==> config.mk <==
export PLATFORM = sky130hd
export DESIGN_NAME = oled_pixel_streamer
export DESIGN_NICKNAME = d
export VERILOG_FILES = /design/src/rtl/oled_pixel_streamer.sv
export SDC_FILE = /design/constraint.sdc
export NUM_CORES = 1
export LEC_CHECK = 0
export BUFFER_PORTS_ARGS = -buffer_cell sky130_fd_sc_hd__buf_4
export CORE_ASPECT_RATIO = 1.25
export CORE_UTILIZATION = 30
export DETAILED_ROUTE_END_ITERATION = 12
export PLACE_DENSITY = 0.51
export SLEW_MARGIN = 40
export SYNTH_ARGS = -nofsm -noshare
export SYNTH_HDL_FRONTEND = slang
export SYNTH_SLANG_ARGS = --single-unit
==> constraint.sdc <==
create_clock -name clk -period 2.8 [get_ports clk]
set_input_delay 0.56 -clock clk [delete_from_list [all_inputs] [get_ports clk]]
set_output_delay 0.56 -clock clk [all_outputs]
set_load 0.02 [all_outputs]
==> src/rtl/oled_pixel_streamer.sv <==
// oled_pixel_streamer: walks a WIDTH x HEIGHT RGB565 frame in row-major order,
// fetches each pixel from the renderer and shifts it out MSB-first over SPI.
module oled_pixel_streamer #(
  parameter int unsigned WIDTH     = 96,
  parameter int unsigned HEIGHT    = 64,
  parameter int unsigned CLK_DIV   = 1,
  parameter int unsigned FRAME_GAP = 16
) (
  input  logic        clk,
  input  logic        reset_n,
  input  logic        enable,
  input  logic [15:0] pixel_data,
  output logic [12:0] pixel_index,
  output logic        frame_begin,
  output logic        sending_pixels,
  output logic        sample_pixel,
  output logic        cs,
  output logic        sclk,
  output logic        sdin,
  output logic        d_cn,
  output logic        busy
);

  localparam int unsigned PIX_W = 13;
  localparam int unsigned NPIX  = WIDTH * HEIGHT;
  localparam int unsigned DIV_W = (CLK_DIV > 1) ? $clog2(CLK_DIV) : 1;
  localparam int unsigned GAP_W = (FRAME_GAP > 1) ? $clog2(FRAME_GAP) : 1;
  localparam logic [PIX_W-1:0] LAST_PIX = PIX_W'(NPIX - 1);
  localparam logic [DIV_W-1:0] DIV_LAST = DIV_W'(CLK_DIV - 1);
  localparam logic [GAP_W-1:0] GAP_LAST = GAP_W'(FRAME_GAP - 1);

  typedef enum logic [2:0] {IDLE, START, FETCH, SHIFT, GAP} state_t;

  state_t           state;
  logic [14:0]      shift_q;   // bits still to send after the one on sdin
  logic [3:0]       bit_cnt;
  logic [DIV_W-1:0] div_cnt;
  logic [GAP_W-1:0] gap_cnt;

  // The panel is only ever fed pixel data by this block.
  assign d_cn = 1'b1;

  // Frame scanner / SPI serializer state machine with registered outputs.
  always_ff @(posedge clk or negedge reset_n) begin
    if (!reset_n) begin
      state          <= IDLE;
      shift_q        <= '0;
      bit_cnt        <= '0;
      div_cnt        <= '0;
      gap_cnt        <= '0;
      pixel_index    <= '0;
      frame_begin    <= 1'b0;
      sample_pixel   <= 1'b0;
      sending_pixels <= 1'b0;
      busy           <= 1'b0;
      cs             <= 1'b1;
      sclk           <= 1'b1;
      sdin           <= 1'b0;
    end else begin
      frame_begin  <= 1'b0;
      sample_pixel <= 1'b0;
      case (state)
        IDLE: begin
          if (enable) begin
            state       <= START;
            frame_begin <= 1'b1;
            cs          <= 1'b0;
            busy        <= 1'b1;
            pixel_index <= '0;
          end
        end
        START: begin
          state          <= FETCH;
          sample_pixel   <= 1'b1;
          sending_pixels <= 1'b1;
        end
        FETCH: begin
          state   <= SHIFT;
          shift_q <= pixel_data[14:0];
          sdin    <= pixel_data[15];
          bit_cnt <= 4'd15;
          div_cnt <= '0;
          sclk    <= 1'b0;
        end
        SHIFT: begin
          if (div_cnt != DIV_LAST) begin
            div_cnt <= div_cnt + DIV_W'(1);
          end else begin
            div_cnt <= '0;
            if (!sclk) begin
              sclk <= 1'b1;
            end else if (bit_cnt != 4'd0) begin
              // Falling sclk: present the next bit for the following rise.
              bit_cnt <= bit_cnt - 4'd1;
              sclk    <= 1'b0;
              sdin    <= shift_q[14];
              shift_q <= {shift_q[13:0], 1'b0};
            end else if (pixel_index != LAST_PIX) begin
              state        <= FETCH;
              sample_pixel <= 1'b1;
              pixel_index  <= pixel_index + PIX_W'(1);
            end else begin
              state          <= GAP;
              pixel_index    <= '0;
              cs             <= 1'b1;
              sending_pixels <= 1'b0;
              gap_cnt        <= '0;
            end
          end
        end
        GAP: begin
          if (gap_cnt != GAP_LAST) begin
            gap_cnt <= gap_cnt + GAP_W'(1);
          end else if (enable) begin
            state       <= START;
            frame_begin <= 1'b1;
            cs          <= 1'b0;
            pixel_index <= '0;
          end else begin
            state <= IDLE;
            busy  <= 1'b0;
          end
        end
        default: begin
          state <= IDLE;
        end
      endcase
    end
  end

endmodule
==> results of run 1 <==
-- cell type report --
cell class,count,area (um^2),area share [%]
Tap cell,95,119,4.14
Clock inverter,2,10.0,0.349
Inverter,10,37.5,1.31
Multi-Input combinational cell,178,1170,40.7
Sequential cell,46,1150,40.2
Timing Repair Buffer,42,315,11.0
Clock buffer,5,68.8,2.40
-- final timing paths --
check	start	to	slack, ns	depth (start not counted)
max in group asynchronous	reset_n	state[0]	2.13	1
hold reg to reg	shift_q[0]	shift_q[0]	0.50	1
min in group clk	shift_q[0]	shift_q[0]	0.50	1
setup / recovery	bit_cnt[0]	shift_q[3]	0.65	7
hold / removal	reset_n	shift_q[11]	0.25	1
setup reg to reg	bit_cnt[0]	shift_q[3]	0.65	7
-- through the flow --
step / cell area [um^2] / power, mW / setup slack [ns]
finish: 2870 / 2.49 / 0.648
global route: 2870 / 2.69 / 0.483
CTS: 2870 / 2.52 / 0.644
detailed placement: 2790 / 2.11 / 0.657
global placement: 2790 / 2.10 / 0.695
floorplan: 2450 / 1.83 / 0.778
-- cells in the mapped netlist, types with 2 or more instances --
master,count
nand4_1,4
dfstp_2,2
and4_1,3
a32o_1,5
nor3_1,3
mux2_4,8
and3_1,7
a22o_1,3
o311ai_1,2
dfrtp_1,44
mux2_2,7
nor2b_1,2
clkbuf_1,5
nor2_1,7
nand3_1,14
a31oi_1,9
nand4b_1,2
buf_2,9
ha_1,3
inv_1,10
nand2b_1,3
a21oi_1,10
o22ai_1,5
o21ai_0,3
or3b_1,5
nand2_1,52
-- placed cells by master, fill, tap and decap left out, types with 2 or more instances in the layout --
cell type / instances
a21oi_1: 10
a22o_1: 3
a31oi_1: 9
a32o_1: 5
and3_1: 7
and4_1: 3
buf_4: 42
clkbuf_8: 5
clkinv_2: 2
dfrtp_1: 44
dfstp_2: 2
ha_1: 3
inv_1: 10
mux2_2: 7
mux2_4: 8
nand2_1: 52
nand2b_1: 3
nand3_1: 14
nand4_1: 4
nand4b_1: 2
nor2_1: 7
nor2b_1: 2
nor3_1: 3
o21ai_0: 3
o22ai_1: 5
o311ai_1: 2
or3b_1: 5
-- routing by layer --
layer	share of wire, %	wire, um	track usage (%)	up-vias
met5	0	0	0	-
met4	0.78	42	4.77	0
met3	3.8	205	2.72	4
met2	50	2730	23.0	39
met1	45	2440	17.1	951
li1	-	-	-	960
-- power by group through the flow --
stage	Sequential (mW)	Clock (mW)	Combinational, mW
6_report	1.03	0.393	1.06
5_1_grt	1.06	0.439	1.19
4_1_cts	1.03	0.409	1.07
3_5_place_dp	1.05	0	1.07
3_3_place_gp	1.04	0	1.06
2_1_floorplan	1.08	0	0.747
-- sequential cells by signal, summed over array words and instances, names as in the netlist, 3 cells and up --
name and flops:
state 3, gap_cnt 4, bit_cnt 4, pixel_index 13
shift_q 15
-- cells by family (layout without fill, tap and decap cells) --
kind of cell,count (synthesis),after routing
AO/OA/AOI/OAI,45,45
XOR/XNOR,2,2
adder cells (fa/ha/maj),3,3
buffers and inverters,26,59
flip-flops,46,46
multiplexers,16,16
other,1,1
AND/OR/NAND/NOR,111,111
==> impl_metrics.csv, run 1 <==
group,metric,value,unit
outcome,status,"finished clean",
synthesis,synth_top_family_by_area,"simple AND/OR/NAND/NOR gates",
routing,wire_per_inst,14.3,um
power_and_ir_drop,power_switching,0.943,mW
power_and_ir_drop,power_density,866,mW/mm^2
cells_and_area,fin_util,36.6,%
synthesis,synthMuxAreaShare,8.53,%
synthesis,ys_ff_latch,46,
timing,tightest_slew,0.598,ns
power_and_ir_drop,max-vdd-ir-drop,453,uV
placed_design,io_buffers,38,
timing,setup_viol,0,
power_and_ir_drop,clockPowerShare,15.8,%
worst_setup_path,cp-end-kind,"register",
die,dieArea,0.00853,mm^2
timing,final-max-slew-violation-count,0,
timing,fmax,0.465,GHz
routing,drc,0,
timing,fin_crit_sh,76.9,%
global_route,gr-total-overflow,0,
die,die_w,82.8,um
worst_setup_path,worst_path_largest_cell_delay,0.42,ns
clock_network,ctsResizeCount,0,
power_and_ir_drop,intPower,1.54,mW
clock_network,cts.sinks,46,
worst_setup_path,crit_chain,"inv_1 > ha_1 > or3b_4 > and2_4 > o21ai_4 > buf_4 > mux2_2",
power_and_ir_drop,p_leak,1.45,nW
synthesis,ys_types,49,
placed_design,dp_hpwl,3.61,mm
timing,finalHoldViolCount,0,
synthesis,synth_top_area_share,44.9,%
routing,wl,5.41,mm
min_path,hold_class,"in -> async",
worst_setup_path,critPathKind,"reg -> reg",
timing,tns,0,ns
global_route,antenna_found_initial,0,
synthesis,yosysSeqAreaShare,47.1,%
clock_network,cts_setup_buffers,0,
die,core,0.00784,mm^2
synthesis,netlist_area,0.00245,mm^2
synthesis,synth-xor-area-share,0.715,%
global_route,grt_max_degree,47,
timing,skew,0.00587,ns
worst_setup_path,path_max_fanout,17,
clock_network,root_buffer,"clkbuf_8",
synthesis,synth_nets,272,
synthesis,synth_area_leaders,"dfrtp_1, nand2_1, mux2_4",
synthesis,synth_warnings,0,
cells_and_area,drive_gt1_share,25.4,%
clock_network,cts_tree,"done",
worst_setup_path,cpMaxStageDelayCell,"dfrtp_1",
placed_design,place.gp.congestion,0.773,
synthesis,ys_async_sr_fraction,100,%
die,io_pins,40,
worst_setup_path,start_kind,"register",
routing,drt_pass1_iterations,4,
timing,whs,0.255,ns
timing,slew_headroom,60.1,%
routing,drtAntennaViolNets,0,
synthesis,synth_compound_area_share,13.1,%
synthesis,synth_top_cell_by_area,"dfrtp_1",
timing,period_needed,2.15,ns
global_route,grt_pass1_wl,9.20,mm
clock_network,hold_buffers,0,
cells_and_area,antenna_cells,0,
routing,vias_per_cell,5.17,
synthesis,synthAdderAreaFrac,1.53,%
synthesis,synth_ff_type,"dfrtp_1",
worst_setup_path,worst_ep_required_time,2.99,ns
global_route,grt_pass1_vias,1912,
power_and_ir_drop,combPwrFrac,42.7,%
clock_network,cts_max_level,2,
power_and_ir_drop,p_seq_share,41.5,%
die,die_height,103,um
routing,vias,1954,
synthesis,synth_edf_count,0,
clock_network,cts_buffers,5,
clock_network,cts_max_path_buffers,2,
worst_setup_path,critPathTopFamily,"simple AND/OR/NAND/NOR gates",
worst_setup_path,crit_arrival,2.34,ns
clock_network,path_clk_slew,0.09,ns
synthesis,postSynthCellCount,250,
power_and_ir_drop,p_sw_share,37.9,%
clock_network,clock_latency,0.30,ns
global_route,grt.total_usage,13.5,%
synthesis,syn_avg_cell_area,9.80,um^2
worst_setup_path,worst-path-buf-inv,2,
timing,rsz0062_at_grt,"no",
run,cap_viol_max_count,0,
cells_and_area,nFillCells,856,
placed_design,dp.cells,371,
cells_and_area,area_growth,17.2,%
die,initial_core_util,31.3,%
cells_and_area,num-nets-final,305,
synthesis,synth_simple_gate_area_share,23.6,%
cells_and_area,final_cells,378,
routing,dr.first_iter.drc_count,111,
die,rows,36,
Power figures use the tool's default switching activity.
==> inputs of run 2 (changes only) <==
- clock period: 2.8 -> 2.1 ns (I/O delays scaled with it)
==> impl_metrics.csv, run 2 (same netlist as run 1, synthesis figures left out) <==
group,metric,value,unit
outcome,status,"finished clean",
die,initial_core_util,31.3,%
timing,final-max-slew-violation-count,0,
clock_network,cts_buffers,5,
cells_and_area,final_cell_area,0.00311,mm^2
clock_network,cts.sinks,46,
global_route,grt_max_degree,47,
routing,dr.first_iter.drc_count,69,
power_and_ir_drop,combPwrFrac,48.0,%
placed_design,place_ws,0.0704,ns
power_and_ir_drop,power_switching,1.32,mW
timing,tightest_slew,0.606,ns
power_and_ir_drop,p_sw_share,35.8,%
worst_setup_path,cpMaxStageDelayCell,"dfrtp_1",
worst_setup_path,path_max_fanout,4,
routing,vias,2027,
cells_and_area,final_cells,401,
clock_network,clock_latency,0.29,ns
die,die_w,82.8,um
worst_setup_path,worstSetupStartpoint,"bit_cnt[1]",
cells_and_area,num-nets-final,327,
clock_network,path_clk_slew,0.08,ns
global_route,grt.total_usage,13.7,%
routing,vias_per_cell,5.05,
worst_setup_path,crit_arrival,2.26,ns
cells_and_area,largest_reg_flops,15,
routing,drtAntennaViolNets,0,
timing,fmax,0.481,GHz
clock_network,cts_tree,"done",
placed_design,dp_hpwl,3.86,mm
clock_network,cts_max_level,2,
timing,rsz0062_at_grt,"yes",
cells_and_area,layout_common_cells,"buf_4, nand2_1, dfrtp_1",
worst_setup_path,crit_chain,"inv_2 > ha_4 > or3b_4 > and2_4 > o21ai_4 > clkbuf_16 > mux2_2",
worst_setup_path,r2r_slack,0.02,ns
worst_setup_path,worst_ep_required_time,2.28,ns
worst_setup_path,worst_path_largest_cell_delay,0.41,ns
cells_and_area,drive_gt1_share,31.7,%
run,cap_viol_max_count,0,
routing,drt_pass1_iterations,4,
power_and_ir_drop,p_leak,1.57,nW
cells_and_area,fin_util,39.7,%
placed_design,place.gp.congestion,0.742,
timing,setup_viol,0,
timing,fin_crit_sh,99.1,%
routing,drc,0,
routing,wire_per_inst,14.3,um
power_and_ir_drop,max-vdd-ir-drop,526,uV
routing,wl,5.74,mm
timing,period_needed,2.08,ns
worst_setup_path,start_kind,"register",
cells_and_area,largest_registers,"shift_q x15, pixel_index x13",
timing,slew_headroom,59.6,%
power_and_ir_drop,power_density,1190,mW/mm^2
power_and_ir_drop,p_seq_share,37.1,%
clock_network,hold_buffers,0,
global_route,grt_pass1_wl,9.45,mm
worst_setup_path,cp-endpoint,"shift_q[14]",
die,die_height,103,um
power_and_ir_drop,clockPowerShare,15.0,%
timing,layout_setup_ws,0.0196,ns
worst_setup_path,r2r-end,"shift_q[14]",
cells_and_area,area_growth,26.9,%
timing,finalHoldViolCount,0,
die,dieArea,0.00853,mm^2
power_and_ir_drop,intPower,2.37,mW
worst_setup_path,reg2regPathDepth,7,
placed_design,placed_cell_area,0.00291,mm^2
worst_setup_path,cp-end-kind,"register",
placed_design,io_buffers,38,
clock_network,cts_max_path_buffers,2,
global_route,gr-total-overflow,0,
worst_setup_path,critPathKind,"reg -> reg",
global_route,antenna_found_initial,0,
worst_setup_path,r2r_start,"bit_cnt[1]",
clock_network,root_buffer,"clkbuf_8",
global_route,grt_pass1_vias,1948,
die,io_pins,40,
die,core,0.00784,mm^2
die,rows,36,
min_path,hold_class,"in -> async",
timing,skew,0.00672,ns
cells_and_area,antenna_cells,0,
placed_design,dp.cells,385,
timing,whs,0.133,ns
cells_and_area,regMostFlops,"shift_q",
cells_and_area,final_common_cell,"buf_4",
[run 2: layer usage]
metal | vias up | global-route usage, % | routed length [um]
met3 | 5 | 2.96 | 206
met2 | 39 | 24.1 | 2960
met1 | 972 | 17.0 | 2520
met5 | - | 0 | 0
met4 | 0 | 4.11 | 55
li1 | 1011 | - | -
[run 2: power groups by stage]
stage | Clock, mW | Combinational, mW | Sequential [mW]
after floorplan | 0 | 0.997 | 1.45
after global placement | 0 | 1.52 | 1.37
after detailed placement | 0 | 1.55 | 1.37
after CTS | 0.582 | 1.55 | 1.36
after global routing | 0.618 | 1.95 | 1.41
final | 0.552 | 1.77 | 1.37
[run 2: final cells by class]
| type | count | area [um^2] |
|---|---|---|
| clock inverters | 1 | 5.00 |
| well taps | 95 | 119 |
| inverters | 10 | 37.5 |
| multi-input cells | 178 | 1180 |
| repair buffers | 64 | 528 |
| clock buffers | 7 | 86.3 |
| flip-flops and latches | 46 | 1150 |
| fillers | 801 | 4730 |
[run 2: worst min-delay path by stage]
stage / slack [ns] / depth (start not counted) / end / from
final: 0.13 / 1 / shift_q[11] / reset_n
after global routing: 0.17 / 1 / pixel_index[11] / reset_n
after CTS: 0.15 / 1 / pixel_index[5] / reset_n
after detailed placement: 0.48 / 1 / pixel_index[11] / reset_n
after global placement: 0.48 / 1 / pixel_index[11] / reset_n
after floorplan: 0.12 / 0 / bit_cnt[0] / reset_n
[run 2: critical path, delay by kind of cell, from the launching register on]
kind	cells	cell delay, ns
buffers and inverters	2	0.28
AO/OA/AOI/OAI	1	0.26
adder cells (fa/ha/maj)	1	0.13
AND/OR/NAND/NOR	2	0.56
multiplexers	1	0.32
flip-flops	1	0.41
[run 2: repair_timing]
item                                    4_1_cts  5_1_grt
setup buffers                                 0        6
gates resized for setup                       0        4
endpoints found under the setup margin        0        5
hold endpoints to repair                      0        0
[run 2: metrics by stage]
stage | power (mW) | TNS [ns]
2_1_floorplan | 2.44 | 0
3_3_place_gp | 2.89 | 0
3_5_place_dp | 2.92 | 0
4_1_cts | 3.49 | 0
5_1_grt | 3.98 | -0.290
6_report | 3.69 | 0
==> inputs of run 3 (changes only) <==
- ABC_AREA: unset -> 1
- MAX_ROUTING_LAYER: unset -> met4
==> impl_metrics.csv, run 3 <==
group,metric,value,unit
timing,tns,0,ns
placed_design,place_ws,0.288,ns
timing,setup_viol,0,
cells_and_area,layout_common_cells,"nand2_1, dfrtp_1, buf_4",
synthesis,ys_async_sr_fraction,100,%
run,cap_viol_max_count,0,
placed_design,io_buffers,38,
worst_setup_path,worst_ep_required_time,2.28,ns
worst_setup_path,r2r_slack,0.29,ns
clock_network,hold_buffers,0,
worst_setup_path,start_kind,"register",
clock_network,root_buffer,"clkbuf_8",
clock_network,cts.sinks,46,
worst_setup_path,cp-end-kind,"register",
synthesis,netlist_area,0.00244,mm^2
cells_and_area,largest_reg_flops,15,
global_route,antenna_found_initial,0,
routing,drt_pass1_iterations,4,
synthesis,synth_top_cell_by_area,"dfrtp_1",
cells_and_area,area_growth,19.5,%
routing,drtAntennaViolNets,0,
global_route,grt.total_usage,14.8,%
synthesis,synth_edf_count,0,
synthesis,synth_warnings,0,
die,die_w,82.6,um
cells_and_area,regMostFlops,"shift_q",
outcome,status,"finished clean",
die,dieArea,0.00849,mm^2
clock_network,cts_max_path_buffers,2,
clock_network,clock_latency,0.30,ns
clock_network,cts_max_level,2,
clock_network,path_clk_slew,0.09,ns
synthesis,synth_nets,336,
worst_setup_path,critPathKind,"reg -> reg",
timing,slew_headroom,60.6,%
timing,final-max-slew-violation-count,0,
routing,wire_per_inst,11.9,um
routing,wl,5.31,mm
timing,layout_setup_ws,0.290,ns
die,rows,36,
cells_and_area,drive_gt1_share,18.1,%
clock_network,ctsResizeCount,0,
timing,fin_crit_sh,86.2,%
routing,vias,2118,
synthesis,synth_area_leaders,"dfrtp_1, nand2_1, o21ai_0",
die,io_pins,40,
die,initial_core_util,31.1,%
min_path,hold_class,"in -> async",
cells_and_area,largest_registers,"shift_q x15, pixel_index x13",
timing,tightest_slew,0.591,ns
global_route,grt_pass1_vias,2102,
cells_and_area,antenna_cells,0,
synthesis,netlist_top_cells_count,"nand2_1, dfrtp_1, inv_1",
synthesis,postSynthCellCount,314,
power_and_ir_drop,power_density,559,mW/mm^2
synthesis,ys_types,27,
die,die_height,103,um
synthesis,syn_avg_cell_area,7.76,um^2
global_route,gr-total-overflow,0,
worst_setup_path,crit_arrival,1.99,ns
cells_and_area,final_common_cell,"nand2_1",
routing,vias_per_cell,4.73,
timing,period_needed,1.81,ns
synthesis,yosys.cell_count.top_type,"nand2_1",
worst_setup_path,r2r_start,"pixel_index[0]",
timing,finalHoldViolCount,0,
clock_network,cts_tree,"done",
routing,dr.first_iter.drc_count,102,
synthesis,yosysSeqAreaShare,47.4,%
global_route,grt_pass1_wl,9.39,mm
worst_setup_path,path_max_fanout,5,
power_and_ir_drop,max-vdd-ir-drop,224,uV
global_route,grt_max_degree,47,
worst_setup_path,reg2regPathDepth,8,
routing,drc,0,
placed_design,dp_hpwl,3.83,mm
clock_network,cts_buffers,5,
timing,fmax,0.553,GHz
clock_network,cts_setup_buffers,0,
synthesis,synth_ff_type,"dfrtp_1",
die,core,0.00784,mm^2
timing,skew,0.00648,ns
worst_setup_path,r2r-end,"state[1]",
synthesis,ys_ff_latch,46,
timing,rsz0062_at_grt,"no",
power_and_ir_drop,p_leak,1.51,nW
cells_and_area,num-nets-final,374,
placed_design,place.gp.congestion,0.765,
synthesis,synth_top_area_share,45.2,%
[run 3: changes by cell type in the layout (fill, tap and decap cells not counted), sizes merged, moves of 5 or more]
cell,previous run,this run
a32o,5,0
nor2,8,31
inv,10,37
a31oi,9,0
and3,7,0
o211ai,0,15
nand3,14,26
o21ai,4,39
o22ai,5,0
mux2,15,0
buf,62,41
or3b,6,0
nand2,52,89
[run 3: how the worst max path moves through the flow]
stage / start / end / cells after the start
2_1_floorplan: pixel_index[0] / state[1] / 8
3_3_place_gp: pixel_index[0] / state[1] / 8
3_5_place_dp: pixel_index[0] / pixel_index[0] / 8
4_1_cts: pixel_index[0] / state[1] / 8
5_1_grt: pixel_index[0] / state[1] / 8
6_report: pixel_index[0] / state[1] / 8
[run 3: worst max-delay path, stage by stage, from the launching register on]
cell	delay, ns
dfrtp_1	0.46
ha_1	0.27
nand2_1	0.10
nor2_1	0.14
nand2_1	0.12
nor2_1	0.29
nor2_1	0.13
nor2_1	0.10
o21ai_0	0.08
[run 3: final cells by class]
cell class	count	area, um^2
fillers	867	4930
flip-flops and latches	46	1150
multi-input cells	221	1070
repair buffers	41	320
inverters	37	139
well taps	95	119
clock buffers	6	72.6
clock inverters	2	37.5
[run 3: cells by family after synthesis]
family | Yosys count | share of synthesized area [%]
other cells | 1 | 0.154
simple gates | 153 | 26.7
fa+ha+maj | 3 | 1.54
compound gates | 62 | 14.7
flops | 46 | 47.4
xor+xnor | 2 | 0.719
buf+inv | 47 | 8.78
[run 3: power breakdown]
group          switching, mW  leakage, nW  internal, mW
Sequential           0.00290        0.576         0.895
Clock                  0.307       0.0514         0.355
Combinational         0.0353        0.879        0.0304
[run 3: routing by layer]
layer	track usage [%]	routed length, um
met1	17.9	2470
met2	25.0	2590
met3	2.83	159
met4	4.38	95
met5	-	0
[run 3: stage by stage]
stage / total power [mW] / hold WS, ns / instance area, um^2 / cells / util, %
floorplan: 0.934 / 0.124 / 2440 / 314 / -
global placement: 0.983 / 0.465 / 2800 / 440 / 35.7
detailed placement: 0.984 / 0.464 / 2800 / 440 / 35.7
CTS: 1.65 / 0.140 / 2910 / 448 / 37.1
global route: 1.69 / 0.164 / 2910 / 448 / 37.1
finish: 1.63 / 0.110 / 2910 / 448 / 37.1
